### src/rtl/pipe_arb_pkg.sv
// Shared types and constants for the two-requester adder-pipeline arbiter.
package pipe_arb_pkg;

    localparam int PIPE_LAT = 3;

    typedef enum logic [1:0] {
        RUN   = 2'd0,
        DRAIN = 2'd1,
        FLUSH = 2'd2
    } arb_state_t;

    typedef logic req_id_t;

    typedef struct packed {
        logic    valid;
        req_id_t id;
    } tag_t;

    function automatic logic [1:0] id_to_onehot(input req_id_t id);
        logic [1:0] oh;
        if (id == 1'b1) begin
            oh = 2'b10;
        end else begin
            oh = 2'b01;
        end
        return oh;
    endfunction

endpackage

### src/rtl/pipe_arbiter_if.sv
// Requester-side handshake bundle: operand requests in, per-requester results out.
interface pipe_arbiter_if #(
    parameter int DATA_W = 8
);
    logic [1:0]        req_valid;
    logic [1:0]        req_ready;
    logic [DATA_W-1:0] req_a0;
    logic [DATA_W-1:0] req_b0;
    logic [DATA_W-1:0] req_a1;
    logic [DATA_W-1:0] req_b1;
    logic [1:0]        rsp_valid;
    logic [DATA_W:0]   rsp_data;

    modport master (
        output req_valid, req_a0, req_b0, req_a1, req_b1,
        input  req_ready, rsp_valid, rsp_data
    );

    modport slave (
        input  req_valid, req_a0, req_b0, req_a1, req_b1,
        output req_ready, rsp_valid, rsp_data
    );
endinterface

### src/rtl/pipe_rr_arb.sv
// Two-way round-robin arbiter; the pointer remembers who last transferred.
module pipe_rr_arb (
    input  logic       clk,
    input  logic       rst,
    input  logic [1:0] valid,
    input  logic       enable,
    output logic [1:0] grant
);

    logic last_r;

    // Lone requester wins; a tie goes to whoever was not served last
    always_comb begin
        grant = 2'b00;
        if (enable) begin
            case (valid)
                2'b01:   grant = 2'b01;
                2'b10:   grant = 2'b10;
                2'b11:   grant = last_r ? 2'b01 : 2'b10;
                default: grant = 2'b00;
            endcase
        end else begin
            grant = 2'b00;
        end
    end

    // Every grant is a transfer, so the pointer simply follows the grant
    always_ff @(posedge clk) begin
        if (rst) begin
            last_r <= 1'b1;
        end else if (grant != 2'b00) begin
            last_r <= grant[1];
        end else begin
            last_r <= last_r;
        end
    end

endmodule

### src/rtl/pipe_arbiter.sv
// Shares one registered adder pipeline between two requesters and sequences drain/flush.
// Optional grant statistics counters are built when PIPE_ARB_STATS_EN is defined.
module pipe_arbiter
    import pipe_arb_pkg::*;
#(
    parameter int DATA_W = 8,
    parameter int LAT    = PIPE_LAT
`ifdef PIPE_ARB_STATS_EN
    ,
    parameter int CNT_W  = 16
`endif
) (
    input  logic              clk,
    input  logic              rst,
    pipe_arbiter_if.slave     bus,
    input  logic              drain_req,
    input  logic              flush_req,
    output logic              drain_done,
    output logic              busy,
    output logic [DATA_W-1:0] pipe_a,
    output logic [DATA_W-1:0] pipe_b,
    output logic              pipe_flush,
    input  logic [DATA_W:0]   pipe_result
`ifdef PIPE_ARB_STATS_EN
    ,
    output logic [CNT_W-1:0]  grant_cnt0,
    output logic [CNT_W-1:0]  grant_cnt1
`endif
);

    arb_state_t         state_r;
    arb_state_t         state_nxt_s;
    logic               arb_en_s;
    logic [1:0]         grant_s;
    logic               busy_s;
    logic               drain_done_s;
    tag_t               entry0_s;
    tag_t [LAT-1:0]     shadow_r;

    assign arb_en_s = (!rst) && (state_r == RUN);

    pipe_rr_arb u_rr (
        .clk    (clk),
        .rst    (rst),
        .valid  (bus.req_valid),
        .enable (arb_en_s),
        .grant  (grant_s)
    );

    assign bus.req_ready = grant_s;

    // Steer the granted operand pair onto the shared pipeline
    always_comb begin
        pipe_a = {DATA_W{1'b0}};
        pipe_b = {DATA_W{1'b0}};
        case (grant_s)
            2'b01: begin
                pipe_a = bus.req_a0;
                pipe_b = bus.req_b0;
            end
            2'b10: begin
                pipe_a = bus.req_a1;
                pipe_b = bus.req_b1;
            end
            default: begin
                pipe_a = {DATA_W{1'b0}};
                pipe_b = {DATA_W{1'b0}};
            end
        endcase
    end

    // New tag for whatever enters the pipeline this cycle
    always_comb begin
        entry0_s       = '0;
        entry0_s.valid = |grant_s;
        entry0_s.id    = grant_s[1];
    end

    // Shadow mirrors the adder stages; a flush or reset drops every in-flight tag
    always_ff @(posedge clk) begin
        if (rst || (state_r == FLUSH)) begin
            shadow_r <= '0;
        end else begin
            shadow_r <= {shadow_r[LAT-2:0], entry0_s};
        end
    end

    // Occupancy of the shadow
    always_comb begin
        busy_s = 1'b0;
        for (int i = 0; i < LAT; i++) begin
            busy_s = busy_s | shadow_r[i].valid;
        end
    end

    assign busy = busy_s;

    // Result is owned by the tag leaving the shadow; suppressed while flushing
    always_comb begin
        bus.rsp_valid = 2'b00;
        if (shadow_r[LAT-1].valid && (state_r != FLUSH) && !rst) begin
            bus.rsp_valid = id_to_onehot(shadow_r[LAT-1].id);
        end else begin
            bus.rsp_valid = 2'b00;
        end
    end

    assign bus.rsp_data = pipe_result;

    // State register
    always_ff @(posedge clk) begin
        if (rst) begin
            state_r <= RUN;
        end else begin
            state_r <= state_nxt_s;
        end
    end

    // Flush outranks drain everywhere; drain completes the first cycle the shadow is empty
    always_comb begin
        state_nxt_s  = state_r;
        drain_done_s = 1'b0;
        case (state_r)
            RUN: begin
                if (flush_req) begin
                    state_nxt_s = FLUSH;
                end else if (drain_req) begin
                    state_nxt_s = DRAIN;
                end else begin
                    state_nxt_s = RUN;
                end
            end
            DRAIN: begin
                if (flush_req) begin
                    state_nxt_s = FLUSH;
                end else if (!busy_s) begin
                    drain_done_s = 1'b1;
                    state_nxt_s  = RUN;
                end else begin
                    state_nxt_s = DRAIN;
                end
            end
            FLUSH: begin
                state_nxt_s = RUN;
            end
            default: begin
                state_nxt_s = RUN;
            end
        endcase
    end

    assign drain_done = drain_done_s & ~rst;
    assign pipe_flush = rst | (state_r == FLUSH);

`ifdef PIPE_ARB_STATS_EN
    logic [CNT_W-1:0] cnt0_r;
    logic [CNT_W-1:0] cnt1_r;

    // Saturating per-requester transfer counters, cleared only by reset
    always_ff @(posedge clk) begin
        if (rst) begin
            cnt0_r <= {CNT_W{1'b0}};
            cnt1_r <= {CNT_W{1'b0}};
        end else begin
            if (grant_s[0] && (cnt0_r != {CNT_W{1'b1}})) begin
                cnt0_r <= cnt0_r + 1'b1;
            end else begin
                cnt0_r <= cnt0_r;
            end
            if (grant_s[1] && (cnt1_r != {CNT_W{1'b1}})) begin
                cnt1_r <= cnt1_r + 1'b1;
            end else begin
                cnt1_r <= cnt1_r;
            end
        end
    end

    assign grant_cnt0 = cnt0_r;
    assign grant_cnt1 = cnt1_r;
`endif

endmodule

### src/flat_wrapper.sv
// flat-port wrapper written by rule: the top's interface ports become plain ports
module pipe_arbiter_flat import pipe_arb_pkg::*;
#(
    parameter int DATA_W = 8,
    parameter int LAT    = PIPE_LAT

)
  (clk, rst, drain_req, flush_req, drain_done, busy, pipe_a, pipe_b, pipe_flush, pipe_result, bus_req_valid, bus_req_a0, bus_req_b0, bus_req_a1, bus_req_b1, bus_req_ready, bus_rsp_valid, bus_rsp_data);
  pipe_arbiter_if #(.DATA_W(DATA_W)) bus_i ();
  input  logic clk;
  input  logic rst;
  input  logic drain_req;
  input  logic flush_req;
  output logic drain_done;
  output logic busy;
  output logic [DATA_W-1:0] pipe_a;
  output logic [DATA_W-1:0] pipe_b;
  output logic pipe_flush;
  input  logic [DATA_W:0] pipe_result;
  input wire logic [$bits(bus_i.req_valid)-1:0] bus_req_valid;
  input wire logic [$bits(bus_i.req_a0)-1:0] bus_req_a0;
  input wire logic [$bits(bus_i.req_b0)-1:0] bus_req_b0;
  input wire logic [$bits(bus_i.req_a1)-1:0] bus_req_a1;
  input wire logic [$bits(bus_i.req_b1)-1:0] bus_req_b1;
  output wire logic [$bits(bus_i.req_ready)-1:0] bus_req_ready;
  output wire logic [$bits(bus_i.rsp_valid)-1:0] bus_rsp_valid;
  output wire logic [$bits(bus_i.rsp_data)-1:0] bus_rsp_data;
  assign bus_i.req_valid = bus_req_valid;
  assign bus_i.req_a0 = bus_req_a0;
  assign bus_i.req_b0 = bus_req_b0;
  assign bus_i.req_a1 = bus_req_a1;
  assign bus_i.req_b1 = bus_req_b1;
  assign bus_req_ready = bus_i.req_ready;
  assign bus_rsp_valid = bus_i.rsp_valid;
  assign bus_rsp_data = bus_i.rsp_data;
  pipe_arbiter #(.DATA_W(DATA_W), .LAT(LAT)) u_core (.clk(clk), .rst(rst), .bus(bus_i), .drain_req(drain_req), .flush_req(flush_req), .drain_done(drain_done), .busy(busy), .pipe_a(pipe_a), .pipe_b(pipe_b), .pipe_flush(pipe_flush), .pipe_result(pipe_result));
endmodule
### config.mk
export PLATFORM = sky130hd
export DESIGN_NAME = pipe_arbiter_flat
export DESIGN_NICKNAME = d
export VERILOG_FILES = /design/src/rtl/pipe_arb_pkg.sv /design/src/rtl/pipe_arbiter_if.sv /design/src/rtl/pipe_rr_arb.sv /design/src/rtl/pipe_arbiter.sv /design/src/flat_wrapper.sv
export SDC_FILE = /design/constraint.sdc
export NUM_CORES = 1
export LEC_CHECK = 0
export CORE_UTILIZATION = 25
export DETAILED_ROUTE_END_ITERATION = 6
export PLACE_DENSITY = 0.87
export SYNTH_ARGS = -nofsm -noshare
export SYNTH_HDL_FRONTEND = slang
export SYNTH_SLANG_ARGS = --single-unit
### constraint.sdc
create_clock -name clk -period 1.55 [get_ports clk]
set_input_delay 0.2325 -clock clk [delete_from_list [all_inputs] [get_ports clk]]
set_output_delay 0.2325 -clock clk [all_outputs]
set_load 0.03 [all_outputs]
==> metrics, run 1 <==
Starting Density=between 20% and 30%; # rows=19; CORE AREA=0.002758 mm^2; Reg2Reg Depth=6; Layout Nets=about 220; post-synthesis sequential area ratio=between 20% and 30%; Hold Crit Depth=1; WL/cell=around 14 um; Rel. slew slack=between 80% and 90%; met3 WL=roughly 210 um; Final Hold Fails=0; VDD IR-drop max=about 0.00049 V; Hold-fix buffers, CTS=0; DP HPWL=between 1500 and 2000 um; largest net degree at the start of global routing=17; Max Used Layer=met4; highest net fanout along the worst path=8; cell area after synthesis=733.2 um^2; P per Cell Area=496.2 mW/mm^2; worst skew pair latency=approximately 0.27 ns; Worst path depth=7; placed insts=~170; Yosys Warn Count=0; crit path kind=flop to output pin; total power=0.8971 mW; Reg clk slew, reported paths=around 0.060 ns; post-route setup slack=-0.5529 ns; Mapped Nets=roughly 140; violated checks=negative setup slack; TritonCTS clock tree=built; CTS Buf Count=3; number of detailed-route iterations in the first pass=4; status=finished with violations; met2 WL=roughly 1500 um; top post-synthesis cells by area=dfxtp_1 (25%), a22oi_1 (16%), nor2b_1 (14%); Most common cell on crit path=buf_6; area of the die=roughly 0.0032 mm^2; Final ANT Viol Nets=0; predominant post-synthesis flop cell=dfxtp_1; critical path, cell by cell=nor3_4, nand3_2, buf_4, ha_4, buf_6, nor2b_4, buf_6; Util after Layout=~66%; RSZ-0062 raised after global routing=yes; Post-Synthesis Cells=between 80 and 90; Critical Path End Type=output pin; Via-to-Cell Ratio=a little under 5; port bufs=60; Clock Sink Count=9; # fillers=between 200 and 250; register bit count reported by yosys=9; Longest Clk Path Bufs=2; I/O pin cnt=79; Finished Layout Cells=about 200; H-tree levels=1; required time of the critical path=1.32 ns; Synth top area share=roughly a quarter; gr ovfl total=0; Synth-to-Final Area Change=146.6%; CP bufs+invs=3; dominant delay contributor by cell family on the critical path=simple AND/OR/NAND/NOR gates; Critical Path Source Type=flop; initial antenna violation count=0; detailed-route via count=~950; leakage=a little over 0.7 nW; vias in the first global route=about 1000; Tot GR Track Use=17.94%; Final Setup Violations=20; setup slack at placement=-0.8082 ns; Detailed Route WL=approximately 2700 um; n_diodes=0; DRC violations left=0; first-pass GRT wire length=4547 um; Die Y-Extent=around 56 um; FFs w/ async S/R, synth=0%; Slew @ Worst Pin=roughly 0.27 ns; GPL Wtd Cong=just over 0.8; post-route setup TNS=-9.237 ns; Pins Over Slew Limit=0; arrival time at the worst endpoint=between 1.5 and 2 ns; slowest stage delay, CP=0.34 ns; top cell type by total area after synthesis=dfxtp_1; Fmax=roughly 0.48 GHz; Tmin final=around 2.1 ns; EDFF count, synth=0; worst hold slack=about 0.45 ns; synthesized area per cell=just over 8 um^2; Distinct cells, synth=26; Tcrit/Tclk final=135.7%; max-cap violations=0; top cells by count, synth=a22oi_1 (16), nor2b_1 (16), buf_4 (10); placement-stage cell area=0.001481 mm^2; die width=around 56 um; share of layout cells above drive strength 1=60.00%; CTS root buf=clkbuf_4; hold crit path type=flop to flop; Clock Skew=between 0.004 and 0.005 ns; DRT iter0 DRCs=19; Metal-1 WL=roughly 1000 um; Slowest cell on crit path=dfxtp_2; design area=around 0.0018 mm^2
-- report_power, final --
part	switching, mW	total [mW]	leakage [nW]	internal, mW
Sequential	0.00801	0.251	0.0743	0.243
Clock	0.0860	0.185	0.0150	0.0995
Combinational	0.183	0.461	0.618	0.278
Total	0.277	0.897	0.708	0.620
-- cells in the final DEF, fill, tap and decap left out, drive strengths merged, types with 2 or more instances in the layout --
cell type,instances
buf,51
clkdlybuf4s50,34
nor2b,17
a22oi,16
dfxtp,9
nor3b,5
clkbuf,5
nor3,4
inv,3
dlygate4sd2,3
and3,3
ha,3
nand3,2
-- timing repair --
action / in CTS / in global routing
pin swaps: 18 / 7
cloned: 0 / 0
resized for setup: 41 / 11
setup buffers: 17 / 3
endpoints found under the hold margin: 0 / 0
setup endpoints to repair: 24 / 24
-- state kept, by name (all words and copies together) (netlist names) --
register	cells
u_core.state_r	2
u_core.shadow_r	6
u_core.u_rr.last_r	1
-- cells by family (layout without fill, tap and decap cells) --
kind of cell | Yosys count | after routing | synth area share (%)
AND/OR/NAND/NOR | 38 | 38 | 34.30
buffers and inverters | 20 | 96 | 16.21
AO/OA/AOI/OAI | 19 | 19 | 19.80
flip-flops | 9 | 9 | 24.57
adder cells (fa/ha/maj) | 3 | 3 | 5.120
-- final cells by class --
type,count,area (um^2),share of cell area (%)
repair buffers,89,887.1,49.07
multi-input cells,60,661.9,36.61
flip-flops and latches,9,182.7,10.10
well taps,31,38.79,2.145
clock buffers,4,26.28,1.453
inverters,3,11.26,0.6228
-- path summary, 6_finish.rpt --
check	slack, ns	endpoint	startpoint
min	0.45	u_core.shadow_r[2]	u_core.shadow_r[0]
max	-0.55	pipe_b[3]	u_core.state_r[0]
min reg2reg	0.45	u_core.shadow_r[2]	u_core.shadow_r[0]
max reg2reg	0.01	u_core.u_rr.last_r	u_core.state_r[0]
-- per-layer routing --
metal	GRT usage, %	vias up
met3	4.884	7
met4	6.969	0
met2	33.16	46
li1	-	456
met5	0	-
met1	19.09	444
-- worst register-to-register path, cell delays in order, from the launching register on --
cell     delay [ns]
dfxtp_2        0.34
nor3_4         0.27
nand3_2        0.14
buf_4          0.16
ha_4           0.16
a21o_1         0.18
a41o_1         0.20
Note: power is estimated with default switching activity, not from simulation.
==> inputs of run 2 (changes only) <==
--- a/config.mk
+++ b/config.mk
@@ -8,6 +8,7 @@
 export CORE_UTILIZATION = 25
 export DETAILED_ROUTE_END_ITERATION = 6
 export PLACE_DENSITY = 0.87
+export SLEW_MARGIN = 20
 export SYNTH_ARGS = -nofsm -noshare
 export SYNTH_HDL_FRONTEND = slang
 export SYNTH_SLANG_ARGS = --single-unit
==> results of run 2 <==
No change in the layout: final DEF, timing and power equal those of run 1.
==> inputs of run 3 (changes only) <==
--- a/config.mk
+++ b/config.mk
@@ -8,6 +8,7 @@
 export CORE_UTILIZATION = 25
 export DETAILED_ROUTE_END_ITERATION = 6
 export PLACE_DENSITY = 0.87
+export SETUP_SLACK_MARGIN = 0.3
 export SLEW_MARGIN = 20
 export SYNTH_ARGS = -nofsm -noshare
 export SYNTH_HDL_FRONTEND = slang
==> metrics, run 3 (synthesis results as in run 1) <==
Layout Nets=213 (was 216); status=finished with violations (unchanged); Fmax=0.4683 GHz (was 0.4755 GHz); # fillers=200 (was 218); hold endpoint=u_core.state_r[1] (was u_core.shadow_r[2]); Final Setup Violations=23 (was 20); Most common cell on crit path=buf_4 (was buf_6); Synth-to-Final Area Change=159.2% (was 146.6%); port bufs=60 (unchanged); Psw=0.2965 mW (was 0.2771 mW); DRC violations left=0 (unchanged); detailed-route via count=963 (was 953); # rows=19 (unchanged); critical path, cell by cell=nor3_4, buf_4, nand3_4, buf_4, ha_4, buf_6, nor2b_4, buf_4 (was nor3_4, nand3_2, buf_4, ha_4, buf_6, nor2b_4, buf_6); hold_sp=flush_req (was u_core.shadow_r[0]); Clock Skew=0.002692 ns (was 0.004716 ns); clock share of power=19.1% (was 20.7%); setup slack at placement=-0.8078 ns (was -0.8082 ns); VDD IR-drop max=0.0006058 V (was 0.0004913 V); post-route setup slack=-0.5855 ns (was -0.5529 ns); TritonCTS clock tree=built (unchanged); highest-count cells in the layout ignoring fill and taps=clkdlybuf4s50_1 (34), buf_6 (25), buf_4 (19), a22oi_2 (16), nor2b_4 (12) (was clkdlybuf4s50_1 (34), buf_6 (30), buf_4 (19), a22oi_2 (11), nor2b_4 (11)); Util after Layout=68.92% (was 65.56%); Tmin final=2.136 ns (was 2.103 ns); total power=0.9373 mW (was 0.8971 mW); highest net fanout along the worst path=8 (unchanged); vias in the first global route=1002 (was 1016); Slowest cell on crit path=dfxtp_2 (unchanged); hold crit path type=input pin to flop (was flop to flop); max FFs per register=6 (unchanged); Reg2Reg Depth=7 (was 6); worst reg2reg startpoint=u_core.state_r[0] (unchanged); Hold Crit Depth=2 (was 1); CTS root buf=clkbuf_4 (unchanged); violated checks=negative setup slack (unchanged); Rel. slew slack=84.28% (was 81.94%); Slew @ Worst Pin=0.2359 ns (was 0.2700 ns); DRT iter0 DRCs=13 (was 19); P per Cell Area=493.2 mW/mm^2 (was 496.2 mW/mm^2); H-tree levels=1 (unchanged); RSZ-0062 raised after global routing=yes (unchanged); DP HPWL=2022 um (was 1887 um); area of the die=0.003153 mm^2 (unchanged); Logic pwr share=54.0% (was 51.4%); Tcrit/Tclk final=137.8% (was 135.7%); number of detailed-route iterations in the first pass=3 (was 4); CTS Buf Count=3 (unchanged); Net Sw Frac=31.63% (was 30.89%); Internal Pwr Total=0.6408 mW (was 0.6200 mW); max-cap violations=0 (unchanged); Hold-fix buffers, CTS=0 (unchanged); Clock Sink Count=9 (unchanged); gr ovfl total=0 (unchanged); Tot GR Track Use=18.58% (was 17.94%); share of layout cells above drive strength 1=63.58% (was 60.00%); Top reg by flops=u_core.shadow_r (unchanged); I/O pin cnt=79 (unchanged); Flop pwr share=26.9% (was 28.0%); Detailed Route WL=3032 um (was 2736 um); Via-to-Cell Ratio=4.990 (was 4.862); Reg clk slew, reported paths=0.06 ns (about the same); die width=56.16 um (unchanged); GPL Wtd Cong=0.7680 (was 0.8064); Critical Path End Type=output pin (unchanged); Critical Path Source Type=flop (unchanged); initial antenna violation count=0 (unchanged); reg2reg setup slack=-0.02 ns (was 0.01 ns); Pins Over Slew Limit=0 (unchanged); required time of the critical path=1.32 ns (about the same); slowest stage delay, CP=0.33 ns (was 0.34 ns); Die Y-Extent=56.16 um (unchanged); worst skew pair latency=0.25 ns (was 0.27 ns); Final Hold Fails=0 (unchanged); top flop regs=u_core.shadow_r (6), u_core.state_r (2), u_core.u_rr.last_r (1) (unchanged); largest net degree at the start of global routing=17 (unchanged); Starting Density=26.59% (unchanged); WL/cell=15.71 um (was 13.96 um); arrival time at the worst endpoint=1.90 ns (was 1.87 ns); RR Endpoint=u_core.u_rr.last_r (unchanged); Longest Clk Path Bufs=2 (unchanged); crit path kind=flop to output pin (unchanged); Final ANT Viol Nets=0 (unchanged); CORE AREA=0.002758 mm^2 (unchanged); leakage=0.7122 nW (was 0.7076 nW); first-pass GRT wire length=4636 um (was 4547 um); leading cell type in the layout, fill and taps excluded=clkdlybuf4s50_1 (unchanged); n_diodes=0 (unchanged)
## run 3: how the worst max path moves through the flow
stage,start,to,cells after the start
2_1_floorplan,u_core.state_r[1],pipe_a[0],7
3_3_place_gp,rst,pipe_b[5],6
3_5_place_dp,rst,pipe_b[5],6
4_1_cts,u_core.state_r[1],pipe_b[1],9
5_1_grt,u_core.state_r[0],pipe_b[3],8
6_report,u_core.state_r[0],pipe_a[7],8
## run 3: routing by layer
metal  share of wire (%)  track usage [%]  routed length (um)
met5                   0                0                   0
met4                 1.7            6.272                  52
met3                 8.4            4.651                 256
met2                  52            34.18                1576
met1                  38            20.57                1147
## run 3: critical path, delay by kind of cell (launching register included)
| family | cells | cell delay [ns] |
|---|---|---|
| adders and majority gates | 1 | 0.29 |
| buffers and inverters | 4 | 0.60 |
| DFF | 1 | 0.33 |
| and+or+nand+nor | 3 | 0.42 |
## run 3: power groups by stage
stage	registers, mW	clock network (mW)	logic (mW)
2_1_floorplan	0.255	0	0.253
3_3_place_gp	0.255	0	0.371
3_5_place_dp	0.256	0	0.380
4_1_cts	0.252	0.180	0.459
5_1_grt	0.253	0.198	0.533
6_report	0.253	0.179	0.506
## run 3: final cells by class
cell class                 count  area, um^2  area share, %
timing repair buffer          86       890.9          46.87
tap                           31       38.79          2.041
clock buffer                   4       26.28          1.382
sequential                     9       183.9          9.677
inverter                       3       11.26         0.5925
multi-input combinational     60       749.5          39.43
## run 3: per-stage QoR
step | std cells | hold slack, ns | TNS (ns) | area (um^2)
floorplan | 89 | 0.3784 | -3.246 | 968.4
global placement | 173 | 0.4506 | -12.01 | 1504
detailed placement | 173 | 0.4573 | -14.03 | 1504
CTS | 189 | 0.3775 | -8.755 | 1789
global route | 193 | 0.3949 | -11.64 | 1901
finish | 193 | 0.3830 | -9.405 | 1901
## run 3: timing repair
action / CTS / global route
endpoints found under the setup margin: 26 / 25
endpoints found under the hold margin: 0 / 0
pin swaps: 19 / 4
setup buffers: 12 / 3
cloned: 0 / 1
gates resized for setup: 47 / 11
